`src/rtl/trig_counter_bank_pkg.sv`:
```
// Shared definitions for the trigger-driven counter bank: readback word geometry
// and the per-channel operation decoded each cycle.
package trig_counter_bank_pkg;

    localparam int WORD_W = 16;

    typedef enum logic [2:0] {
        OP_HOLD,
        OP_CLR,
        OP_LOAD,
        OP_INC,
        OP_DEC
    } ch_op_e;

    // Number of 16-bit readback words needed to cover a counter of cnt_w bits.
    function automatic int num_words(input int cnt_w);
        return (cnt_w + WORD_W - 1) / WORD_W;
    endfunction

endpackage

```
`src/rtl/trig_counter_bank_updown_counter_ch.sv`:
```
// One counter channel: priority decode of clear/load/step, wrap or saturate at the
// boundaries, and a one-cycle terminal-count pulse for boundary steps.
module updown_counter_ch
    import trig_counter_bank_pkg::*;
#(
    parameter int CNT_W = 32
) (
    input  logic             clk1,
    input  logic             reset,
    input  logic             trig_rst,
    input  logic             trig_load,
    input  logic [CNT_W-1:0] load_val,
    input  logic             trig_up,
    input  logic             trig_down,
    input  logic             free_run,
    input  logic             saturate,
    output logic [CNT_W-1:0] count,
    output logic             tc_pulse
);

    localparam logic [CNT_W-1:0] CNT_MAX = '1;

    ch_op_e op;
    logic   inc;
    logic   dec;

    assign inc = trig_up | free_run;
    assign dec = trig_down;

    always_comb begin
        // NOTE: op gets a default before any branch so no path can infer a latch.
        op = OP_HOLD;
        if (trig_rst)
            op = OP_CLR;
        else if (trig_load)
            op = OP_LOAD;
        else if (inc && !dec)
            op = OP_INC;
        else if (dec && !inc)
            op = OP_DEC;
    end

    // NOTE: all registered state uses non-blocking assignment so every flop sees pre-edge values.
    always_ff @(posedge clk1) begin
        if (reset) begin
            count    <= '0;
            tc_pulse <= 1'b0;
        end else begin
            tc_pulse <= 1'b0;
            unique case (op)
                OP_CLR:  count <= '0;
                OP_LOAD: count <= load_val;
                OP_INC: begin
                    if (count == CNT_MAX) begin
                        tc_pulse <= 1'b1;
                        if (!saturate)
                            count <= '0;
                    end else begin
                        count <= count + CNT_W'(1);
                    end
                end
                OP_DEC: begin
                    if (count == '0) begin
                        tc_pulse <= 1'b1;
                        if (!saturate)
                            count <= CNT_MAX;
                    end else begin
                        count <= count - CNT_W'(1);
                    end
                end
                default: ;
            endcase
        end
    end

endmodule

```
`src/rtl/trig_counter_bank.sv`:
```
// Bank of NUM_CH trigger-driven up/down counters with a coherent all-channel
// snapshot and a registered 16-bit readback mux over the snapshot registers.
module trig_counter_bank
    import trig_counter_bank_pkg::*;
#(
    parameter int NUM_CH = 4,
    parameter int CNT_W  = 32,
    parameter int CH_AW  = 2,
    parameter int WD_AW  = 1
) (
    input  logic              clk1,
    input  logic              reset,
    input  logic [NUM_CH-1:0] trig_rst,
    input  logic [NUM_CH-1:0] trig_load,
    input  logic [CNT_W-1:0]  load_val,
    input  logic [NUM_CH-1:0] trig_up,
    input  logic [NUM_CH-1:0] trig_down,
    input  logic [NUM_CH-1:0] free_run,
    input  logic [NUM_CH-1:0] saturate,
    input  logic              snap,
    input  logic [CH_AW-1:0]  rd_ch,
    input  logic [WD_AW-1:0]  rd_word,
    output logic [15:0]       rd_data,
    output logic [NUM_CH-1:0] tc_pulse,
    output logic              snap_done
);

    localparam int NUM_WORDS = num_words(CNT_W);
    localparam int PAD_W     = WORD_W * NUM_WORDS;

    logic [CNT_W-1:0]  cnt    [NUM_CH];
    logic [CNT_W-1:0]  snap_q [NUM_CH];
    logic [PAD_W-1:0]  sel_pad;
    logic [WORD_W-1:0] rd_next;

    for (genvar g = 0; g < NUM_CH; g++) begin : g_ch
        updown_counter_ch #(
            .CNT_W (CNT_W)
        ) u_ch (
            .clk1      (clk1),
            .reset     (reset),
            .trig_rst  (trig_rst[g]),
            .trig_load (trig_load[g]),
            .load_val  (load_val),
            .trig_up   (trig_up[g]),
            .trig_down (trig_down[g]),
            .free_run  (free_run[g]),
            .saturate  (saturate[g]),
            .count     (cnt[g]),
            .tc_pulse  (tc_pulse[g])
        );
    end

    // Unmatched channel or word selects fall through to the zero defaults.
    always_comb begin
        sel_pad = '0;
        rd_next = '0;
        for (int c = 0; c < NUM_CH; c++)
            if (rd_ch == CH_AW'(c))
                sel_pad[CNT_W-1:0] = snap_q[c];
        for (int w = 0; w < NUM_WORDS; w++)
            if (rd_word == WD_AW'(w))
                rd_next = sel_pad[w*WORD_W +: WORD_W];
    end

    always_ff @(posedge clk1) begin
        if (reset) begin
            // NOTE: snapshot registers are explicitly cleared because readback after reset must be 0.
            for (int c = 0; c < NUM_CH; c++)
                snap_q[c] <= '0;
            snap_done <= 1'b0;
            rd_data   <= '0;
        end else begin
            if (snap)
                for (int c = 0; c < NUM_CH; c++)
                    snap_q[c] <= cnt[c];
            snap_done <= snap;
            rd_data   <= rd_next;
        end
    end

endmodule
```
`config.mk`:
```
export PLATFORM = sky130hd
export DESIGN_NAME = trig_counter_bank
export DESIGN_NICKNAME = d
export VERILOG_FILES = /design/src/rtl/trig_counter_bank_pkg.sv /design/src/rtl/trig_counter_bank_updown_counter_ch.sv /design/src/rtl/trig_counter_bank.sv
export SDC_FILE = /design/constraint.sdc
export NUM_CORES = 1
export LEC_CHECK = 0
export CAP_MARGIN = 20
export CORE_UTILIZATION = 45
export DETAILED_ROUTE_END_ITERATION = 8
export DONT_BUFFER_PORTS = 1
export SLEW_MARGIN = 20
export SYNTH_ARGS = -nofsm -noshare
export SYNTH_HDL_FRONTEND = slang
export SYNTH_SLANG_ARGS = --single-unit
export TNS_END_PERCENT = 30
```
`constraint.sdc`:
```
create_clock -name clk1 -period 7.5 [get_ports clk1]
set_input_delay 1.875 -clock clk1 [delete_from_list [all_inputs] [get_ports clk1]]
set_output_delay 1.875 -clock clk1 [all_outputs]
set_load 0.02 [all_outputs]
```
==> parameters.txt <==
Parameter                              Value

Logic synthesis
  Net Count, Synth ... 2182
  Share of synthesized area occupied by flip-flops and latches ... 37.5%
  Number of library cell types mapped by synthesis ... 84
  Share of the synthesized area in compound gates (AO/OA/AOI/OAI) ... 20.2%
  Synth async-reset ratio ... 0%
  Gate count of the mapped netlist ... 2108
  Most area-consuming cells after synthesis ... sky130_fd_sc_hd__edfxtp_1 21%, sky130_fd_sc_hd__dfxtp_1 16%, sky130_fd_sc_hd__and2_1 4.7%
  Flip-flop cell with the highest count after synthesis ... sky130_fd_sc_hd__dfxtp_1
  Number of synthesis warnings ... 0
  Multiplexer fraction of the synthesized cell area ... 4.90%
  Post-synthesis simple-gate area fraction ... 24.6%
  Area share of xor/xnor cells in the synthesized design ... 5.77%
  EDFF count, synth ... 128
  Synth area leader ... sky130_fd_sc_hd__edfxtp_1
  Number of register bits inferred by synthesis ... 277
  Adder and majority cell fraction of the synthesized area ... 0.825%
  Cell area after synthesis ... 18200 sq um
  Main combinational cell family by area after synthesis ... simple AND/OR/NAND/NOR gates
  Post-synth top area share ... 21.1%
  Average footprint of a synthesized cell ... 8.64 sq um

Layout
  Filler cells ... 3842
  Leading cell types in the layout, fill and taps excluded ... 160 x sky130_fd_sc_hd__nor2_1, 149 x sky130_fd_sc_hd__dfxtp_1, 148 x sky130_fd_sc_hd__a21oi_1
  Commonest non-fill, non-tap cell in the layout ... sky130_fd_sc_hd__nor2_1
  Share of post-route cells with drive strength above 1 ... 7.99%
  Final standard cell count with taps included and fillers excluded ... 2520
  Net count, final ... 2037
  Area grow syn2layout ... 6.30%

GRT
  Congestion Overflow GR ... 0
  M1 GR Usage ... 46.9%
  Via count of the first global-routing pass ... 15497
  Total track usage ... 33.7%
  Met3 Usage GRT ... 7.48%
  Met2 capacity usage during global routing ... 48.7%
  Maximum number of pins on one net before global-route repair ... 130
  Most crowded layer after global routing ... met2
  Global-route wire length before repair ... 104 mm
  Antenna violations before repair ... 5

Floorplanning
  Placeable core region ... 39800 sq um
  Initial Utilization ... 45.7%
  Chip width ... 203 um
  Count of standard-cell rows ... 73
  Die area ... 41300 sq um
  Die height ... 203 um
  Number of ports placed on the die boundary ... 83

Setup path
  Critical Path Start Type ... primary input
  Kind of critical path ... primary input to flip-flop
  Worst path arrival time ... 4430 ps
  Reg2Reg Depth ... 9
  Type of destination of the critical path ... flip-flop
  CP Data Required Time ... 7920 ps
  Critical Path Fanout Max ... 26

CTS
  Register clock-pin slew on the reported worst setup and hold paths ... 60 ps
  Clock buffer count from CTS ... 34
  Worst-case clock buffer depth ... 3
  Count of H-tree levels built during CTS ... 2
  Post-CTS Setup Bufs ... 0
  CTS tree ... yes
  Clock sinks ... 277
  Number of cells upsized or downsized after cts ... 0
  Hold Buf Count CTS ... 0
  Clock latency on the worst-skew pair ... 530 ps
  Master cell of the clock root buffer ... sky130_fd_sc_hd__clkbuf_16

Detailed routing
  Number of vias in the routed layout ... 17228
  DR WL/cell ... 27.9 um
  Number of DRC markers in iteration 0 ... 2286
  Router iterations before antenna repair ... 6
  Number of nets with antenna violations after detailed routing ... 0
  Vias per std cell ... 6.84
  Total Routed Length ... 70.3 mm
  Remaining DRCs ... 0

Placement
  Count of input and output buffers ... 0
  Post-placement cell count ... 2452
  GP Congestion ... 0.972
  HPWL after DPL ... 47.0 mm

STA
  Worst Tran Pin Value ... 1270 ps
  Fin. max-slew vios ... 0
  Setup clock skew after layout ... 12.0 ps
  Min cycle time layout ... 4010 ps
  Post-Route Setup TNS ... 0 ps
  Crit share post-route ... 53.5%
  Final Hold Viols ... 0
  Unrepaired setup endpoints after global routing ... false
  Number of endpoints failing setup at the final stage ... 0
  Maximum clock frequency ... 249 MHz
  Worst slew margin relative to its limit ... 14.8%

Power
  Leak pwr ... 6.84 nW
  Areal power density over the cells ... 209 nW/um^2
  Maximum vdd drop ... 0.115 mV

Hold path
  Hold Path Depth ... 2
  Min-delay worst type ... flip-flop to flip-flop

Run
  Max cap viols ... 0

Run status
  Status ... finished, final reports clean
worst max-delay path, stage by stage:
cell and delay, ps:
sky130_fd_sc_hd__nor2_1 340, sky130_fd_sc_hd__nand3_2 570, sky130_fd_sc_hd__and3_1 410, sky130_fd_sc_hd__nor2_1 640, sky130_fd_sc_hd__o21ai_0 270, sky130_fd_sc_hd__a32o_1 320
cell type report:
type                    instances  area [sq um]  share of cell area (%)
clock inverters                22           198                    1.02
multi-input cells            1571         10300                    53.3
inverters                      51           191                   0.989
repair buffers                 28           214                    1.11
diodes                          6          15.0                  0.0776
flip-flops and latches        277          6830                    35.3
clock buffers                  40           937                    4.84
well taps                     525           657                    3.39
worst paths after layout:
path,endpoint,from,slack [ps]
setup reg to reg,g_ch[1].u_ch.count[14]$_SDFFE_PP0P_,g_ch[1].u_ch.count[0]$_SDFFE_PP0P_,3750
hold / removal,g_ch[3].u_ch.count[22]$_SDFFE_PP0P_,g_ch[3].u_ch.count[22]$_SDFFE_PP0P_,550
hold reg to reg,g_ch[3].u_ch.count[22]$_SDFFE_PP0P_,g_ch[3].u_ch.count[22]$_SDFFE_PP0P_,550
setup / recovery,g_ch[2].u_ch.count[23]$_SDFFE_PP0P_,free_run[2],3490
metal layers:
layer | share of wire (%) | vias to the layer above
met5 | 0.047 | -
met4 | 5.7 | 6
li1 | - | 7595
met2 | 43 | 1045
met3 | 11 | 194
met1 | 40 | 8388
registers in the layout, indices dropped and copies added (netlist names):
signal,count
g_ch.u_ch.tc_pulse,4
rd_data,16
snap_q,128
snap_done,1
g_ch.u_ch.count,128
logic make-up after synthesis:
kind of cell    Yosys count
compound gates          554
xor+xnor                120
fa+ha+maj                12
buf+inv                 260
flops                   277
mux                      49
simple gates            836
report_power, final:
part	switching, W	internal, W	leakage (nW)
sequential	0.0000815	0.00164	2.63
clock	0.000712	0.00100	0.555
combinational	0.000375	0.000235	3.65
metrics by stage:
stage	hold WS [ps]	utilization (%)	power [W]	area, sq um	worst slack (ps)
floorplan	484	-	0.00221	18200	2670
global placement	534	45.7	0.00234	18200	2860
detailed placement	544	45.7	0.00234	18200	2700
CTS	553	48.5	0.00404	19300	3250
global route	597	48.6	0.00417	19300	3340
finish	555	48.6	0.00404	19400	3490
cell usage after synthesis (11+ instances only):
master                     count
sky130_fd_sc_hd__a211oi_1     25
sky130_fd_sc_hd__a21oi_1     148
sky130_fd_sc_hd__a221oi_1     30
sky130_fd_sc_hd__a22o_1       11
sky130_fd_sc_hd__a22oi_1      11
sky130_fd_sc_hd__a31oi_1      23
sky130_fd_sc_hd__a32o_1       25
sky130_fd_sc_hd__and2_1      137
sky130_fd_sc_hd__and3_1       38
sky130_fd_sc_hd__buf_1        12
sky130_fd_sc_hd__buf_2        13
sky130_fd_sc_hd__clkbuf_1    166
sky130_fd_sc_hd__dfxtp_1     149
sky130_fd_sc_hd__edfxtp_1    128
sky130_fd_sc_hd__ha_1         12
sky130_fd_sc_hd__inv_1        51
sky130_fd_sc_hd__mux2i_1      16
sky130_fd_sc_hd__mux4_2       32
sky130_fd_sc_hd__nand2_1     141
sky130_fd_sc_hd__nand3_1      83
sky130_fd_sc_hd__nand4_1      47
sky130_fd_sc_hd__nor2_1      160
sky130_fd_sc_hd__nor3_1       71
sky130_fd_sc_hd__nor4_1       50
sky130_fd_sc_hd__o211ai_1     26
sky130_fd_sc_hd__o21ai_0     122
sky130_fd_sc_hd__o31ai_1      26
sky130_fd_sc_hd__o32ai_1      24
sky130_fd_sc_hd__or3_1        13
sky130_fd_sc_hd__or4_1        22
sky130_fd_sc_hd__xnor2_1      75
sky130_fd_sc_hd__xor2_1       45
(Power assumes the default switching activity.)
